### config.mk
export PLATFORM = sky130hd
export DESIGN_NAME = dma_wr_data_flat
export DESIGN_NICKNAME = d
export VERILOG_FILES = /design/src/rtl/dma_wr_data_pkg.sv /design/src/rtl/dma_wr_data_if.sv /design/src/rtl/dma_wr_data_burst_split.sv /design/src/rtl/dma_wr_data.sv /design/src/flat_wrapper.sv
export SDC_FILE = /design/constraint.sdc
export NUM_CORES = 1
export LEC_CHECK = 0
export ABC_AREA = 1
export BUFFER_PORTS_ARGS = -buffer_cell sky130_fd_sc_hd__buf_2
export CORE_MARGIN = 10
export CORE_UTILIZATION = 53
export CTS_CLUSTER_SIZE = 28
export DETAILED_ROUTE_END_ITERATION = 10
export GPL_ROUTABILITY_DRIVEN = 0
export MAX_ROUTING_LAYER = met4
export PLACE_DENSITY = 0.79
export SLEW_MARGIN = 20
export SYNTH_ARGS = -nofsm -noshare
export SYNTH_HDL_FRONTEND = slang
export SYNTH_SLANG_ARGS = --single-unit
export TNS_END_PERCENT = 10
### constraint.sdc
create_clock -name clk -period 5.1 [get_ports clk]
set_clock_uncertainty 0.05 [all_clocks]
set_input_delay 1.53 -clock clk [delete_from_list [all_inputs] [get_ports clk]]
set_output_delay 1.53 -clock clk [all_outputs]
set_load 0.005 [all_outputs]
### src/rtl/dma_wr_data_pkg.sv
// Shared constants and types for the DMA write-data/response engine.
// Default bus widths, the AXI OKAY code and the engine state encoding.
package dma_wr_data_pkg;

  localparam int DEF_AXI_DATA_WIDTH = 32;
  localparam int DEF_DMA_SIZE_WIDTH = 16;
  localparam int DEF_ID_WIDTH       = 4;

  localparam logic [1:0] AXI_RESP_OKAY  = 2'b00;
  localparam logic [7:0] BURST_LEN_FULL = 8'hFF;

  typedef enum logic [1:0] {
    ST_IDLE   = 2'd0,
    ST_DATA   = 2'd1,
    ST_WAIT_B = 2'd2
  } wr_state_e;

  function automatic logic resp_is_err(input logic [1:0] resp);
    return resp != AXI_RESP_OKAY;
  endfunction

endpackage

### src/rtl/dma_wr_data_if.sv
// FIFO read stream plus AXI4 W and B channels of the DMA write path.
// master = the write-data engine, slave = FIFO/interconnect side.
interface dma_wr_data_if
  import dma_wr_data_pkg::*;
#(
  parameter int DW  = DEF_AXI_DATA_WIDTH,
  parameter int IDW = DEF_ID_WIDTH
) ();

  logic [DW-1:0]   s_data;
  logic            s_valid;
  logic            s_ready;

  logic [DW-1:0]   M_AXI_WDATA;
  logic [DW/8-1:0] M_AXI_WSTRB;
  logic            M_AXI_WLAST;
  logic            M_AXI_WVALID;
  logic            M_AXI_WREADY;

  logic [IDW-1:0]  M_AXI_BID;
  logic [1:0]      M_AXI_BRESP;
  logic            M_AXI_BVALID;
  logic            M_AXI_BREADY;

  modport master (
    input  s_data, s_valid,
    output s_ready,
    output M_AXI_WDATA, M_AXI_WSTRB, M_AXI_WLAST, M_AXI_WVALID,
    input  M_AXI_WREADY,
    input  M_AXI_BID, M_AXI_BRESP, M_AXI_BVALID,
    output M_AXI_BREADY
  );

  modport slave (
    output s_data, s_valid,
    input  s_ready,
    input  M_AXI_WDATA, M_AXI_WSTRB, M_AXI_WLAST, M_AXI_WVALID,
    output M_AXI_WREADY,
    output M_AXI_BID, M_AXI_BRESP, M_AXI_BVALID,
    input  M_AXI_BREADY
  );

endinterface

### src/rtl/dma_wr_data_burst_split.sv
// Burst-boundary calculator shared with the write-command stage so both sides
// cut a transfer into identical 256-beat bursts plus a remainder.
module dma_wr_data_burst_split
  import dma_wr_data_pkg::*;
#(
  parameter int SIZE_W = DEF_DMA_SIZE_WIDTH
) (
  input  logic [SIZE_W-1:0] size_i,
  input  logic [SIZE_W-8:0] burst_cnt_i,
  output logic [SIZE_W-8:0] n_bursts_o,
  output logic              last_burst_o,
  output logic [7:0]        burst_len_o
);

  // size[7:0] == 8'hFF lands exactly on a burst edge, so no extra burst appears
  always_comb begin
    n_bursts_o   = {1'b0, size_i[SIZE_W-1:8]} + (SIZE_W-7)'(1);
    last_burst_o = (burst_cnt_i == n_bursts_o - (SIZE_W-7)'(1));
    burst_len_o  = last_burst_o ? size_i[7:0] : BURST_LEN_FULL;
  end

endmodule

### src/rtl/dma_wr_data.sv
// AXI4 write-data (W) and write-response (B) engine of the DMA write path.
// Streams FIFO beats onto W with burst-aligned WLAST and counts one B per burst.
//
// state     | meaning
// ST_IDLE   | waiting for start; all AXI handshake outputs low
// ST_DATA   | passing FIFO beats to W; B responses already accepted
// ST_WAIT_B | W finished; collecting remaining B responses, then done
module dma_wr_data
  import dma_wr_data_pkg::*;
#(
  parameter int AXI_DATA_WIDTH = DEF_AXI_DATA_WIDTH,
  parameter int DMA_SIZE_WIDTH = DEF_DMA_SIZE_WIDTH,
  parameter int ID_WIDTH       = DEF_ID_WIDTH
) (
  input  logic                      clk,
  input  logic                      rst_n,
  input  logic                      start,
  input  logic [DMA_SIZE_WIDTH-1:0] size,
  output logic                      busy,
  output logic                      done,
  output logic                      err,
  dma_wr_data_if.master             bus
);

  localparam int CNT_W = DMA_SIZE_WIDTH - 7;

  wr_state_e                 state_q;
  logic [DMA_SIZE_WIDTH-1:0] size_q;
  logic [7:0]                beat_cnt_q;
  logic [CNT_W-1:0]          burst_cnt_q;
  logic [CNT_W-1:0]          b_cnt_q;
  logic [CNT_W-1:0]          b_cnt_d;
  logic                      err_q;

  logic [CNT_W-1:0]          n_bursts;
  logic                      last_burst;
  logic [7:0]                burst_len;

  logic                      in_xfer;
  logic                      w_on;
  logic                      w_valid;
  logic                      w_fire;
  logic                      w_last_beat;
  logic                      b_fire;
  logic                      b_bad;

  logic [ID_WIDTH-1:0]       unused_bid;
  assign unused_bid = bus.M_AXI_BID;

  dma_wr_data_burst_split #(
    .SIZE_W (DMA_SIZE_WIDTH)
  ) u_split (
    .size_i       (size_q),
    .burst_cnt_i  (burst_cnt_q),
    .n_bursts_o   (n_bursts),
    .last_burst_o (last_burst),
    .burst_len_o  (burst_len)
  );

  // W is a zero-latency pass-through of the FIFO; only the framing is ours
  always_comb begin
    in_xfer          = (state_q != ST_IDLE);
    w_on             = (state_q == ST_DATA);
    w_valid          = w_on & bus.s_valid;
    bus.M_AXI_WVALID = w_valid;
    bus.s_ready      = w_on & bus.M_AXI_WREADY;
    bus.M_AXI_WDATA  = w_on ? bus.s_data : '0;
    bus.M_AXI_WSTRB  = w_on ? '1 : '0;
    w_last_beat      = w_on && (beat_cnt_q == burst_len);
    bus.M_AXI_WLAST  = w_last_beat;
    bus.M_AXI_BREADY = in_xfer;
    w_fire           = w_valid & bus.M_AXI_WREADY;
    b_fire           = in_xfer & bus.M_AXI_BVALID;
    b_bad            = b_fire && resp_is_err(bus.M_AXI_BRESP);
    b_cnt_d          = b_cnt_q + CNT_W'(b_fire);
    // a response accepted this very cycle can complete the transfer
    done             = (state_q == ST_WAIT_B) && (b_cnt_d == n_bursts);
    busy             = in_xfer & ~done;
    err              = err_q | b_bad;
  end

  always_ff @(posedge clk or negedge rst_n) begin
    if (!rst_n) begin
      state_q     <= ST_IDLE;
      size_q      <= '0;
      beat_cnt_q  <= '0;
      burst_cnt_q <= '0;
      b_cnt_q     <= '0;
      err_q       <= 1'b0;
    end else begin
      case (state_q)
        ST_IDLE: begin
          if (start) begin
            size_q      <= size;
            beat_cnt_q  <= '0;
            burst_cnt_q <= '0;
            b_cnt_q     <= '0;
            err_q       <= 1'b0;
            state_q     <= ST_DATA;
          end
        end
        ST_DATA: begin
          b_cnt_q <= b_cnt_d;
          err_q   <= err;
          if (w_fire) begin
            if (w_last_beat) begin
              beat_cnt_q  <= '0;
              burst_cnt_q <= burst_cnt_q + CNT_W'(1);
              if (last_burst) begin
                state_q <= ST_WAIT_B;
              end
            end else begin
              beat_cnt_q <= beat_cnt_q + 8'd1;
            end
          end
        end
        ST_WAIT_B: begin
          b_cnt_q <= b_cnt_d;
          err_q   <= err;
          if (done) begin
            state_q <= ST_IDLE;
          end
        end
        default: state_q <= ST_IDLE;
      endcase
    end
  end

endmodule

### src/flat_wrapper.sv
// flat-port wrapper written by rule: the top's interface ports become plain ports
module dma_wr_data_flat import dma_wr_data_pkg::*;
#(
  parameter int AXI_DATA_WIDTH = DEF_AXI_DATA_WIDTH,
  parameter int DMA_SIZE_WIDTH = DEF_DMA_SIZE_WIDTH,
  parameter int ID_WIDTH       = DEF_ID_WIDTH
)
  (clk, rst_n, start, size, busy, done, err, bus_s_data, bus_s_valid, bus_s_ready, bus_M_AXI_WDATA, bus_M_AXI_WSTRB, bus_M_AXI_WLAST, bus_M_AXI_WVALID, bus_M_AXI_WREADY, bus_M_AXI_BID, bus_M_AXI_BRESP, bus_M_AXI_BVALID, bus_M_AXI_BREADY);
  dma_wr_data_if #(.DW((32)), .IDW((4))) bus_i ();
  input  logic clk;
  input  logic rst_n;
  input  logic start;
  input  logic [DMA_SIZE_WIDTH-1:0] size;
  output logic busy;
  output logic done;
  output logic err;
  input wire logic [$bits(bus_i.s_data)-1:0] bus_s_data;
  input wire logic [$bits(bus_i.s_valid)-1:0] bus_s_valid;
  output wire logic [$bits(bus_i.s_ready)-1:0] bus_s_ready;
  output wire logic [$bits(bus_i.M_AXI_WDATA)-1:0] bus_M_AXI_WDATA;
  output wire logic [$bits(bus_i.M_AXI_WSTRB)-1:0] bus_M_AXI_WSTRB;
  output wire logic [$bits(bus_i.M_AXI_WLAST)-1:0] bus_M_AXI_WLAST;
  output wire logic [$bits(bus_i.M_AXI_WVALID)-1:0] bus_M_AXI_WVALID;
  input wire logic [$bits(bus_i.M_AXI_WREADY)-1:0] bus_M_AXI_WREADY;
  input wire logic [$bits(bus_i.M_AXI_BID)-1:0] bus_M_AXI_BID;
  input wire logic [$bits(bus_i.M_AXI_BRESP)-1:0] bus_M_AXI_BRESP;
  input wire logic [$bits(bus_i.M_AXI_BVALID)-1:0] bus_M_AXI_BVALID;
  output wire logic [$bits(bus_i.M_AXI_BREADY)-1:0] bus_M_AXI_BREADY;
  assign bus_i.s_data = bus_s_data;
  assign bus_i.s_valid = bus_s_valid;
  assign bus_s_ready = bus_i.s_ready;
  assign bus_M_AXI_WDATA = bus_i.M_AXI_WDATA;
  assign bus_M_AXI_WSTRB = bus_i.M_AXI_WSTRB;
  assign bus_M_AXI_WLAST = bus_i.M_AXI_WLAST;
  assign bus_M_AXI_WVALID = bus_i.M_AXI_WVALID;
  assign bus_i.M_AXI_WREADY = bus_M_AXI_WREADY;
  assign bus_i.M_AXI_BID = bus_M_AXI_BID;
  assign bus_i.M_AXI_BRESP = bus_M_AXI_BRESP;
  assign bus_i.M_AXI_BVALID = bus_M_AXI_BVALID;
  assign bus_M_AXI_BREADY = bus_i.M_AXI_BREADY;
  dma_wr_data #(.AXI_DATA_WIDTH(AXI_DATA_WIDTH), .DMA_SIZE_WIDTH(DMA_SIZE_WIDTH), .ID_WIDTH(ID_WIDTH)) u_core (.clk(clk), .rst_n(rst_n), .start(start), .size(size), .busy(busy), .done(done), .err(err), .bus(bus_i));
endmodule
==> run_results.csv <==
group,metric,value,unit
run_status,status,"completed",
synth,synth_warnings,0,
sta,timing.final.crit_share,98.81,%
synth,synth.most_common_cell,"nand2_1",
power_and_ir_drop,pwr_density_cell,495.9,nW/um^2
placement,postPlaceCellArea,3971,sq um
die,std_cell_rows,29,
sta,setup_viol_count_final,0,
synth,number_of_flops_mapped_to_enable_cells_by_yosys,0,
route,vias_per_cell,5.162,
global_routing,grt_start_max_net_pins,46,
min_path,hold_path.startpoint,"u_core.state_q[0]$_DFFE_PN0P_",
global_routing,grt_antenna_before_repair,0,
critical_path,cp.buffers_inverters,4,
route,drt_iter0_drc,115,
critical_path,reg2reg_to,"u_core.burst_cnt_q[0]$_DFFE_PN0P_",
synth,yosysTopAreaCellShare,32.69,%
die,floorplan.initialDensity,54.56,%
sta,timing_worst_slew_pin_value,0.7212,ns
sta,fin_hold_ws,0.4715,ns
sta,timing.fmax,198.4,MHz
clocking,clk_root_buffer_cell,"clkbuf_8",
critical_path,critical_path_s_most_frequent_cell,"nor2_1",
route,detailroute.via_count,3624,
global_routing,grt_first_pass_wirelength,16.15,mm
placement,place_hpwl,7.609,mm
synth,synth-compound-area-share,9.590,%
critical_path,endpoint_kind,"output pin",
critical_path,worst-endpoint-required,3.52,ns
critical_path,worst_r2r_path_depth,21,
clocking,sink_count,45,
min_path,hold-path-cell-count,2,
synth,asyncSetResetFlopFracSynth,100.0,%
die,design.die.area,10120,sq um
synth,mappedNetlistNets,596,
critical_path,path_max_fanout,3,
critical_path,reg_to_reg_slack_setup,1.79,ns
synth,post_synth_mux_area_share,0.3269,%
clocking,cts_hold_buf,0,
route,drc_errors,0,
sta,total_negative_slack,0,ns
critical_path,criticalPathCategory,"input port to output pin",
synth,synth-seq-area-share,32.69,%
critical_path,top_cell_family_by_delay_on_the_critical_path,"simple AND/OR/NAND/NOR gates",
min_path,hp_class,"flop to flop",
synth,synth_common_cells,"155 x nand2_1, 97 x inv_1, 45 x dfrtp_1, 43 x nor2_1, 40 x nand3_1",
layout,postLayoutCoreUtil,65.52,%
clocking,cts_inserted_buffers,5,
die,fp.coreArea,6314,sq um
critical_path,crit_path_start_kind,"input port",
critical_path,timing.critical_path.arrival,3.46,ns
sta,worst_case_setup_margin_in_the_final_layout,0.06073,ns
sta,relSlewSlack,51.60,%
layout,insertedDiodeCount,0,
synth,synth-seq-cells,45,
synth,post_synth_and_or_nand_nor_area_fraction,36.40,%
placement,detailedPlace.worstSlack,0.01701,ns
placement,dpl.cell_count,692,
power_and_ir_drop,report.power.total,2.051,mW
sta,finalWorstPathRequiredPeriod,5.039,ns
power_and_ir_drop,irDropWorstVdd,0.0003214,V
power_and_ir_drop,power.static_leakage,2.372,nW
clocking,htreeDepth,2,
clocking,clock_input_transition_at_the_sequential_cells_of_the_worst_setup_and_hold_paths,0.09,ns
synth,synth_xor_area_share,3.814,%
run,cap_violations,0,
global_routing,gr-total-overflow,0,
clocking,cts_tree,"done",
synth,synth-adder-area-share,2.906,%
sta,grt_setup_unrepaired,"true",
placement,port_buffers,98,
sta,maxSlewViolCount,0,
clocking,worst_skew_pair.late_latency,0.31,ns
die,chipHeight,100.6,microns
route,drt-total-wl,9.619,mm
min_path,hold_end,"u_core.state_q[0]$_DFFE_PN0P_",
layout,layout_stage_area_growth_over_the_synthesis_result,20.09,%
synth,syn-instance-count,528,
synth,synth_top_flop_cell,"dfrtp_1",
layout,finalNetCount,692,
synth,yosys-top-cells-area,"dfrtp_1 33%, nand2_1 17%, inv_1 11%, nand3_1 5.8%, nor2_1 4.7%",
global_routing,grt_pass1_vias,3608,
critical_path,crit_chain,"buf_6 > inv_2 > nor2_4 > ha_4 > ha_2 > nand4_1 > nor2_1 > nand2_1 > nor2_1 > xor2_1 > xnor2_1 > nand3b_1 > o21ai_1 > inv_1 > buf_2",
synth,synth.largest_area_cell,"dfrtp_1",
die,top_level_ports,103,
layout,layout-drive-gt1-share,24.80,%
die,die_width,100.6,microns
synth,mappedNetlistArea,3445,sq um
layout,layout.cell_area.non_filler,4136,sq um
critical_path,worstReg2RegStart,"u_core.size_q[8]$_DFFE_PN0P_",
synth,post_synth_num_cell_types,31,
sta,timing_hold_violations_final,0,
route,detail_route.first_pass.iterations,4,
route,ant_nets,0,
synth,synth_top_family_by_area,"simple AND/OR/NAND/NOR gates",
layout,layout.cells.non_filler,702,
global_routing,globalRouteTotalUtil,19.88,%
synth,syn-mean-instance-area,6.524,sq um
critical_path,crit_path_max_incr_delay,0.23,ns
critical_path,critical_path.slowest_cell,"xor2_1",
clocking,clk_path_buf_depth,2,
route,avgRoutedWirePerCell,13.70,microns
## kinds of logic (layout without fill, tap and decap cells)
group,Yosys count,count (layout)
AOI/OAI and AO/OA,56,56
xor gates and xnor gates,15,15
adders and majority gates,8,8
buffers and inverters,119,216
DFF,45,45
muxes,1,1
and+or+nand+nor,284,284
## what timing repair did
item | CTS | global route
setup buffers | 0 | 2
cloned | 0 | 0
endpoints found under the setup margin | 1 | 2
resized for setup | 1 | 14
pin swaps | 1 | 13
## layer usage
metal  track usage, %  vias to the layer above  part of all wire [%]
li1                 -                     1838                     -
met1            23.92                     1633                    44
met2            32.19                      143                    47
met3            4.664                       10                   7.7
met4            6.087                        0                   1.4
met5                -                        -                     0
## area by class of cell
cell class | count | area (sq um)
tap | 77 | 96.34
timing repair buffer | 107 | 570.5
inverter | 101 | 379.1
fill | 590 | 2177
multi-input combinational | 364 | 1871
clock buffer | 5 | 68.82
sequential | 45 | 1126
clock inverter | 3 | 25.02
## how the worst max path moves through the flow
stage | start | slack, ns | end | cells past startpoint
2_1_floorplan | bus_M_AXI_BVALID | 0.40 | busy | 13
3_3_place_gp | bus_M_AXI_BVALID | 0.03 | busy | 14
3_5_place_dp | bus_M_AXI_BVALID | 0.02 | busy | 14
4_1_cts | bus_M_AXI_BVALID | 0.01 | busy | 14
5_1_grt | bus_M_AXI_BVALID | -0.12 | busy | 15
6_report | bus_M_AXI_BVALID | 0.06 | busy | 15
## power breakdown
group	internal, mW	switching [mW]
sequential	0.465	0.0973
combinational	0.433	0.813
clock	0.100	0.142
## tightest hold or removal path, cell delays in order, from the launching register on
cell and delay, ns:
dfrtp_1 0.39, nand2_1 0.06, nand2_1 0.05
## sequential cells by signal, indices dropped and copies added (netlist names)
signal and cells:
u_core.b_cnt_q 9, u_core.beat_cnt_q 8, u_core.burst_cnt_q 9, u_core.err_q 1, u_core.size_q 16, u_core.state_q 2
## placed cells by master (no fill, tap or decap), types with 6 or more instances in the layout
master   instances
nand2_1        154
inv_1           96
buf_2           96
dfrtp_1         45
nor2_1          41
nand3_1         40
a21oi_1         24
nand4_1         21
o22ai_1         11
o21ai_2          9
buf_4            9
nand2_2          8
xor2_1           8
xnor2_1          6
o21ai_0          6
No activity file was read; power rests on OpenSTA's default activity.
